**src/rtl/ahb_arb_pkg.sv**
```systemverilog
// Shared types and constants for the four-master AHB bridge arbiter.
package ahb_arb_pkg;

  localparam int NUM_MASTERS = 4;
  localparam int IDX_W       = 2;
  localparam int CNT_W       = 8;

  typedef enum logic [1:0] {
    ST_IDLE = 2'b00,
    ST_OWN  = 2'b01,
    ST_LOCK = 2'b10
  } arb_state_t;

  typedef enum logic [1:0] {
    HTRANS_IDLE   = 2'b00,
    HTRANS_BUSY   = 2'b01,
    HTRANS_NONSEQ = 2'b10,
    HTRANS_SEQ    = 2'b11
  } htrans_t;

  // A beat completes only for NONSEQ/SEQ transfers.
  function automatic logic is_beat(input logic [1:0] trans);
    return (trans == HTRANS_NONSEQ) || (trans == HTRANS_SEQ);
  endfunction

endpackage

```
**src/rtl/ahb_bridge_arbiter_if.sv**
```systemverilog
// Request/grant bundle between the masters' side and the bridge arbiter.
interface ahb_bridge_arbiter_if;
  import ahb_arb_pkg::*;

  logic [NUM_MASTERS-1:0] Hbusreq;
  logic [NUM_MASTERS-1:0] Hlock;
  logic                   Hready;
  logic [1:0]             Htrans;
  logic [NUM_MASTERS-1:0] Hgrant;
  logic [IDX_W-1:0]       Hmaster;
  logic                   Hmastlock;

  modport master (
    output Hbusreq, Hlock, Hready, Htrans,
    input  Hgrant, Hmaster, Hmastlock
  );

  modport slave (
    input  Hbusreq, Hlock, Hready, Htrans,
    output Hgrant, Hmaster, Hmastlock
  );

endinterface

```
**src/rtl/rr_pick.sv**
```systemverilog
// Combinational round-robin picker: first asserted request after i_ptr, wrapping.
module rr_pick
  import ahb_arb_pkg::*;
(
  input  logic [NUM_MASTERS-1:0] i_req,
  input  logic [IDX_W-1:0]       i_ptr,
  output logic                   o_vld,
  output logic [IDX_W-1:0]       o_idx
);

  logic [IDX_W-1:0] w_cand;

  // Offset NUM_MASTERS wraps back to i_ptr itself, so the last owner ranks last.
  always_comb begin
    o_vld  = 1'b0;
    o_idx  = i_ptr;
    w_cand = i_ptr;
    for (int i = 1; i <= NUM_MASTERS; i++) begin
      w_cand = i_ptr + IDX_W'(i);
      if (!o_vld && i_req[w_cand]) begin
        o_vld = 1'b1;
        o_idx = w_cand;
      end
    end
  end

endmodule

```
**src/rtl/ahb_bridge_arbiter.sv**
```systemverilog
// Round-robin AHB bridge arbiter with locked-sequence support and a per-owner beat limit.
module ahb_bridge_arbiter
  import ahb_arb_pkg::*;
#(
  parameter int MAX_BEATS = 8
) (
  input  logic                 Hclk,
  input  logic                 Hresetn,
  ahb_bridge_arbiter_if.slave  bus
);

  localparam logic [CNT_W-1:0] MAXB    = CNT_W'(MAX_BEATS);
  localparam logic [CNT_W-1:0] MAXB_M1 = CNT_W'(MAX_BEATS - 1);
  localparam logic [NUM_MASTERS-1:0] ONE_HOT0 = {{(NUM_MASTERS-1){1'b0}}, 1'b1};

  arb_state_t             r_state, w_nxt_state;
  logic [NUM_MASTERS-1:0] r_grant, w_nxt_grant;
  logic [IDX_W-1:0]       r_owner, w_nxt_owner;
  logic                   r_lock,  w_nxt_lock;
  logic [CNT_W-1:0]       r_cnt,   w_nxt_cnt;
  logic [IDX_W-1:0]       r_ptr,   w_nxt_ptr;

  logic             w_pick_vld;
  logic [IDX_W-1:0] w_pick_idx;
  logic             w_own_req;
  logic             w_own_lock;
  logic             w_beat;
  logic             w_cnt_hit;
  logic             w_arb;

  rr_pick u_pick (
    .i_req (bus.Hbusreq),
    .i_ptr (r_ptr),
    .o_vld (w_pick_vld),
    .o_idx (w_pick_idx)
  );

  assign w_own_req  = bus.Hbusreq[r_owner];
  assign w_own_lock = bus.Hlock[r_owner];
  assign w_beat     = bus.Hready && is_beat(bus.Htrans);
  // Limit fires one beat early so the owner gets exactly MAX_BEATS completed transfers.
  assign w_cnt_hit  = (r_cnt == MAXB) || ((r_cnt == MAXB_M1) && w_beat);

  always_comb begin
    w_nxt_state = r_state;
    w_nxt_grant = r_grant;
    w_nxt_owner = r_owner;
    w_nxt_lock  = r_lock;
    w_nxt_cnt   = r_cnt;
    w_nxt_ptr   = r_ptr;
    w_arb       = 1'b0;

    if (bus.Hready) begin
      case (r_state)
        ST_IDLE: begin
          if (w_pick_vld) w_arb = 1'b1;
        end
        ST_OWN: begin
          if (w_own_req && w_own_lock) begin
            w_nxt_state = ST_LOCK;
            w_nxt_lock  = 1'b1;
          end else if (!w_own_req || w_cnt_hit) begin
            w_arb = 1'b1;
          end else if (w_beat && (r_cnt != MAXB)) begin
            w_nxt_cnt = r_cnt + CNT_W'(1);
          end
        end
        ST_LOCK: begin
          if (!w_own_lock) w_arb = 1'b1;
        end
        default: begin
          w_nxt_state = ST_IDLE;
          w_nxt_grant = '0;
          w_nxt_lock  = 1'b0;
          w_nxt_cnt   = '0;
        end
      endcase

      // Every arbitration restarts the beat budget, including a regrant to the same owner.
      if (w_arb) begin
        w_nxt_cnt  = '0;
        w_nxt_lock = 1'b0;
        if (w_pick_vld) begin
          w_nxt_state = ST_OWN;
          w_nxt_grant = ONE_HOT0 << w_pick_idx;
          w_nxt_owner = w_pick_idx;
          w_nxt_ptr   = w_pick_idx;
        end else begin
          w_nxt_state = ST_IDLE;
          w_nxt_grant = '0;
        end
      end
    end
  end

  always_ff @(posedge Hclk) begin
    if (!Hresetn) begin
      r_state <= ST_IDLE;
      r_grant <= '0;
      r_owner <= '0;
      r_lock  <= 1'b0;
      r_cnt   <= '0;
      r_ptr   <= IDX_W'(NUM_MASTERS - 1);
    end else begin
      r_state <= w_nxt_state;
      r_grant <= w_nxt_grant;
      r_owner <= w_nxt_owner;
      r_lock  <= w_nxt_lock;
      r_cnt   <= w_nxt_cnt;
      r_ptr   <= w_nxt_ptr;
    end
  end

  assign bus.Hgrant    = r_grant;
  assign bus.Hmaster   = r_owner;
  assign bus.Hmastlock = r_lock;

endmodule

```
**src/flat_wrapper.sv**
```systemverilog
// flat-port wrapper written by rule: the top's interface ports become plain ports
module ahb_bridge_arbiter_flat import ahb_arb_pkg::*;
#(
  parameter int MAX_BEATS = 8
)
  (Hclk, Hresetn, bus_Hbusreq, bus_Hlock, bus_Hready, bus_Htrans, bus_Hgrant, bus_Hmaster, bus_Hmastlock);
  ahb_bridge_arbiter_if bus_i ();
  input  logic Hclk;
  input  logic Hresetn;
  input wire logic [$bits(bus_i.Hbusreq)-1:0] bus_Hbusreq;
  input wire logic [$bits(bus_i.Hlock)-1:0] bus_Hlock;
  input wire logic [$bits(bus_i.Hready)-1:0] bus_Hready;
  input wire logic [$bits(bus_i.Htrans)-1:0] bus_Htrans;
  output wire logic [$bits(bus_i.Hgrant)-1:0] bus_Hgrant;
  output wire logic [$bits(bus_i.Hmaster)-1:0] bus_Hmaster;
  output wire logic [$bits(bus_i.Hmastlock)-1:0] bus_Hmastlock;
  assign bus_i.Hbusreq = bus_Hbusreq;
  assign bus_i.Hlock = bus_Hlock;
  assign bus_i.Hready = bus_Hready;
  assign bus_i.Htrans = bus_Htrans;
  assign bus_Hgrant = bus_i.Hgrant;
  assign bus_Hmaster = bus_i.Hmaster;
  assign bus_Hmastlock = bus_i.Hmastlock;
  ahb_bridge_arbiter #(.MAX_BEATS(MAX_BEATS)) u_core (.Hclk(Hclk), .Hresetn(Hresetn), .bus(bus_i));
endmodule
```
**config.mk**
```make
export PLATFORM = sky130hd
export DESIGN_NAME = ahb_bridge_arbiter_flat
export DESIGN_NICKNAME = d
export VERILOG_FILES = /design/src/rtl/ahb_arb_pkg.sv /design/src/rtl/ahb_bridge_arbiter_if.sv /design/src/rtl/rr_pick.sv /design/src/rtl/ahb_bridge_arbiter.sv /design/src/flat_wrapper.sv
export SDC_FILE = /design/constraint.sdc
export NUM_CORES = 1
export LEC_CHECK = 0
export CORE_MARGIN = 1
export CORE_UTILIZATION = 50
export DETAILED_ROUTE_END_ITERATION = 6
export DONT_BUFFER_PORTS = 1
export PLACE_DENSITY_LB_ADDON = 0.25
export SYNTH_ARGS = -nofsm -noshare
export SYNTH_HDL_FRONTEND = slang
export SYNTH_SLANG_ARGS = --single-unit
export TNS_END_PERCENT = 10
```
**constraint.sdc**
```tcl
create_clock -name Hclk -period 2.7 [get_ports Hclk]
set_clock_uncertainty 0.1 [all_clocks]
set_input_delay 0.27 -clock Hclk [delete_from_list [all_inputs] [get_ports Hclk]]
set_output_delay 0.27 -clock Hclk [all_outputs]
set_load 0.005 [all_outputs]
```
# Word level (Yosys, flattened, before mapping)
# Cells that the tools add are included.
# Widths: inputs -> output; s select.
# totals
regBits	19
in_bits	13
out_inout_bits	7
elab_cells	91
# op_classes
add_sub_neg	4
n_lt_le_gt_ge	5
eq_ne	13
shifts	1
mux	41
reduce_logical	21
# op_table
cell	count
$mux 8	4
$mux 1	18
$pmux 8 s2	1
$lt 2x3->1 const B	5
$bmux 1 s2	6
$mux 2	6
$mux 4	3
$add 8x1->8 const B	1
$eq 8x3->1 const B	1
$eq 8x4->1 const B	1
$ne 8x4->1 const B	1
$logic_and 1x1->1	7
$eq 2x2->1 const B	3
$ne 3x1->1 const B	2
$ne 3x3->1 const B	2
$reduce_and 3->1	2
$reduce_and 5->1	1
$add 2x2->2 const B	2
$logic_not 1->1	4
$ne 2x1->1 const B	2
$pmux 2 s2	1
$shl 1x2->4 const A	1
$logic_or 1x1->1	3
$pmux 1 s3	1
7 further kinds	7

# Logic depth before layout (Yosys ltp)
# depth
word_depth	18
depth_mapped	8
depth_no_buf	8

# Hierarchy
# From an unflattened synthesis, not the netlist that was laid out.
# hier_totals
cells_unflattened	129
hier_area_um2	1082.3
# by_module_without_submodules
module	instances	cells_each	area_each_um2	seq_area_each_um2
ahb_bridge_arbiter	1	115	999.7	360.3
rr_pick	1	14	82.6	0.0

# Worst setup path before layout
# OpenSTA, ideal clock, no wires.
# synth_timing
path_type	register to register
from	register u_core.r_owner[0] (netlist: u_core.bus.Hmaster[0])
to	register u_core.r_ptr[1]
setup_time_ns	0.129
arrival_ns	1.932
required_ns	2.471
path_slack_ns	0.539
path_stages_with_launch	8
n_path_buf	1
period_less_slack_ns	2.161
cell_sequence	dfxtp_1 -> buf_6 -> mux4_2 -> a2111oi_4 -> and2_1 -> o2111a_4 -> mux2i_1 -> nand2_1
# synth_between
elab_chain_len	9
elab_cells_between_ends	13
classes_between	9 x mux; 4 x reduce/logical
# synth_rtl
element	line	rtl
start: declaration	ahb_bridge_arbiter.sv:18	logic [IDX_W-1:0] r_owner, w_nxt_owner;
start signal: assignment	ahb_bridge_arbiter.sv:107	r_owner <= w_nxt_owner;
$bmux 1 s2	ahb_bridge_arbiter.sv:38	assign w_own_req = bus.Hbusreq[r_owner];
$mux 1 (implied by the code)	ahb_bridge_arbiter.sv:38	
$logic_not 1->1	ahb_bridge_arbiter.sv:62	end else if (!w_own_req || w_cnt_hit) begin
$logic_or 1x1->1	ahb_bridge_arbiter.sv:62	
$mux 1	ahb_bridge_arbiter.sv:62	
$mux 1	ahb_bridge_arbiter.sv:59	if (w_own_req && w_own_lock) begin
$pmux 1 s3 *	ahb_bridge_arbiter.sv:54	case (r_state)
$mux 1 *	ahb_bridge_arbiter.sv:53	if (bus.Hready) begin
$reduce_and 3->1 (no line) *	n/a	
end signal: assignment	ahb_bridge_arbiter.sv:103	r_ptr <= IDX_W'(NUM_MASTERS - 1);
end signal: assignment	ahb_bridge_arbiter.sv:110	r_ptr <= w_nxt_ptr;
end: declaration	ahb_bridge_arbiter.sv:21	logic [IDX_W-1:0] r_ptr, w_nxt_ptr;
# Every way passes the cells marked *; elsewhere a longest branch is shown, timed or not. The select of a mux whose other input is x is not followed.
# A chain may end at the register's enable or synchronous reset.

# Worst setup path after layout
# layout_timing
from	register u_core.r_owner[0] (netlist: u_core.bus.Hmaster[0])
to	register u_core.r_grant[0] (netlist: u_core.bus.Hgrant[0])
# layout_between
elab_chain_len	10
elab_cells_between_ends	15
classes_between	1 x eq/ne; 10 x mux; 4 x reduce/logical
# layout_rtl
element	line	rtl
$bmux 1 s2	ahb_bridge_arbiter.sv:38	
$mux 1 (implied by the code)	ahb_bridge_arbiter.sv:38	
$logic_not 1->1	ahb_bridge_arbiter.sv:62	
$logic_or 1x1->1	ahb_bridge_arbiter.sv:62	
$mux 1	ahb_bridge_arbiter.sv:62	
$mux 1	ahb_bridge_arbiter.sv:59	
$pmux 1 s3 *	ahb_bridge_arbiter.sv:54	
$mux 1 *	ahb_bridge_arbiter.sv:53	
$ne 2x1->1 (no line)	n/a	
$reduce_and 2->1 (no line)	n/a	
end signal: assignment	ahb_bridge_arbiter.sv:106	r_grant <= w_nxt_grant;
end: declaration	ahb_bridge_arbiter.sv:17	logic [NUM_MASTERS-1:0] r_grant, w_nxt_grant;
# Marks and branches as above.

==> metrics.yaml <==
global_routing:
  grt_overflow: 0
  grt_usage_pct: 21.69
  antenna_found_initial: 0
  grt_pass1_vias: 962
  grt_max_degree: 19
  grt_pass1_wl_um: 4188
critical_path:
  cp_top_family: "compound AO/OA/AOI/OAI gates"
  max_stage_delay_ns: 0.62
  worstReg2RegStart: "u_core.bus.Hmaster[0]"
  end_kind: "flop"
  worst_setup_path_start_kind: "flop"
  rrSetupSlack_ns: 0.30
  crit_start: "u_core.bus.Hmaster[0]"
  reg2reg_to: "u_core.bus.Hgrant[0]"
  cp_cell_sequence: "mux4_2 > a2111oi_4 > o21a_1 > o21ai_0 > a32o_2"
  slowest_stage: "mux4_2"
  arrival_ns: 2.50
  worstPathRequired_ns: 2.79
  worstRegToRegCells: 5
  worst-path-max-fanout: 6
  critPathKind: "flop to flop"
  path_buf_inv: 0
clock_tree:
  clockBufferDepth: 2
  cts_buffers: 3
  clock_sinks: 18
  clk_latency_ns: 0.30
  root_buffer: "clkbuf_4"
  postCtsSetupBuffers: 0
  h-tree-depth: 1
  path_clk_slew_ns: 0.11
  cts_tree: "done"
worst_hold_path:
  min_from: "Hresetn"
  hold_path.class: "input port to flop"
  holdPathEnd: "u_core.r_cnt[4]"
  hold_depth: 2
synth:
  synthTopCellsByArea: "dfxtp_1 (31%), o21ai_0 (5.6%), nand2b_1 (4.3%)"
  async_reset_ff_share_pct: 0
  synth_area_um2: 1160
  ys_warn_count: 0
  post-synth-top-count-cell: "dfxtp_1"
  ys.flop_type: "dfxtp_1"
  synth_top_area_share_pct: 31.07
  avgSynthCellArea_um2: 9.205
  synth_commonest_cells: "dfxtp_1 (18), o21ai_0 (13), nand2_1 (8), nand2b_1 (8)"
  synth_top_cell_by_area: "dfxtp_1"
  syn-num-nets: 141
  synth_seq_cells: 18
  synth_edf_count: 0
  syn_inst: 126
  ys_seq_area_share_pct: 31.07
  synth_cell_types: 47
routing:
  drc: 0
  ant_nets: 0
  dr.pass1.iters: 4
  wl_per_cell_um: 15.50
  vias: 990
  drt_wl_total_um: 2402
  via_per_inst: 6.387
  drt_iter0_markers: 14
sta:
  worst_slew_pin_slew_ns: 0.5565
  hold_violations: 0
  fmax_mhz: 416.1
  setup_tns_ns: 0
  drv_slew: 0
  fin_crit_ns: 2.404
  max_slew_margin_pct: 62.86
  setup_violations: 0
  period_share_pct: 89.02
  rsz0062_at_grt: "no"
final_layout:
  syn2layout_area_growth_pct: 4.855
  drive_gt1_share_pct: 18.11
  diodes: 0
  fillCellCount: 200
  nNetsFinal: 143
  seq_area_um2: 360.3
  multi_input_area_um2: 759.5
floorplan:
  core_area_um2: 2191
  die-area_um2: 2517
  initial_core_util_pct: 52.94
  row_count: 17
  io-pin-count: 20
  die-height_um: 50.17
  fp.dieW_um: 50.17
placed_design:
  hpwlAfterDp_um: 1783
  numPortBuffers: 0
  place.gp.congestion: 0.8300
run:
  cap_violations: 0
outcome:
  status: "complete, no violations"
power:
  peakVddDrop_v: 0.0002946
  power_mw: 0.5697
  p_leak_nw: 0.4488
  power_density_nw_per_um2: 468.4
-- worst max path at each step --
stage	end	slack [ns]	cells after the start
global route	u_core.r_ptr[1]	0.16	6
detailed placement	u_core.bus.Hgrant[0]	0.31	5
floorplan	u_core.r_ptr[1]	0.54	7
CTS	u_core.bus.Hgrant[0]	0.29	6
finish	u_core.bus.Hgrant[0]	0.30	5
global placement	u_core.r_cnt[4]	0.38	5
-- report_power, final --
part	internal, mW	switching (mW)	leakage (nW)
sequential	0.280	0.0189	0.146
combinational	0.0526	0.0502	0.281
clock	0.0822	0.0862	0.0210
-- state kept, by name, indices dropped and copies added (netlist names) --
| name | cells |
|---|---|
| u_core.r_cnt | 8 |
| u_core.bus.Hgrant | 4 |
| u_core.bus.Hmaster | 2 |
| u_core.r_ptr | 2 |
| u_core.r_state | 2 |
-- stage by stage --
step / setup WS, ns / instances / instance area, um2 / util [%] / hold WS [ns]
after floorplan: 0.5391 / 126 / 1160 / - / 0.3414
after global placement: 0.3776 / 150 / 1170 / 53.40 / 0.2359
after detailed placement: 0.3098 / 150 / 1170 / 53.40 / 0.2392
after CTS: 0.2914 / 155 / 1216 / 55.51 / 0.0008910
after global routing: 0.1573 / 155 / 1216 / 55.51 / 0.0002073
final: 0.2965 / 155 / 1216 / 55.51 / 0.01555
-- what timing repair did --
action                                  CTS  global route
endpoints found under the setup margin    0             0
hold endpoints to repair                  4             0
hold buffers                              1             0
resized for setup                         0             0
-- kinds of logic (layout without fill, tap and decap cells) --
| family | after synthesis | count (layout) | synth area share [%] |
|---|---|---|---|
| multiplexers | 5 | 5 | 6.472 |
| buffers and inverters | 8 | 9 | 3.450 |
| AND/OR/NAND/NOR | 51 | 51 | 26.21 |
| AO/OA/AOI/OAI | 42 | 42 | 30.64 |
| adder cells (fa/ha/maj) | 2 | 2 | 2.157 |
| flip-flops | 18 | 18 | 31.07 |
-- worst register-to-register path: stages (launching register included) --
cell	delay, ns
dfxtp_1	0.51
mux4_2	0.62
a2111oi_4	0.33
o21a_1	0.21
o21ai_0	0.20
a32o_2	0.33
-- area by class of cell --
| cell class | instances | area share [%] |
|---|---|---|
| multi-input cells | 100 | 62.45 |
| well taps | 28 | 2.881 |
| inverters | 4 | 1.235 |
| flip-flops and latches | 18 | 29.63 |
| clock buffers | 4 | 2.984 |
| repair buffers | 1 | 0.8230 |
-- layout by cell type (no fill, tap or decap), drive strengths merged --
cell / n
nor3b: 1
o21ai: 15
a41oi: 1
a21boi: 2
ha: 2
a21oi: 1
and2b: 1
mux2i: 3
inv: 4
o22ai: 1
or3: 1
nor2: 6
and3: 6
dfxtp: 18
o2111ai: 1
nand3: 5
a32o: 4
a211o: 1
mux4: 2
o21bai: 2
nor3: 1
nand4b: 1
nor2b: 4
or2b: 2
and2: 4
o211ai: 6
a2111oi: 1
o2111a: 2
or4: 2
a2111o: 1
clkbuf: 4
o21a: 1
nand2b: 8
or3b: 1
nand2: 8
dlygate4sd3: 1
o31ai: 3
-- routing by layer --
metal  global-route usage, %  part of all wire, %
met1                   25.99                   44
met2                   37.33                   51
met3                   6.667                  3.9
met4                   5.238                 0.37
met5                       0                    0
Power figures use the tool's default switching activity.
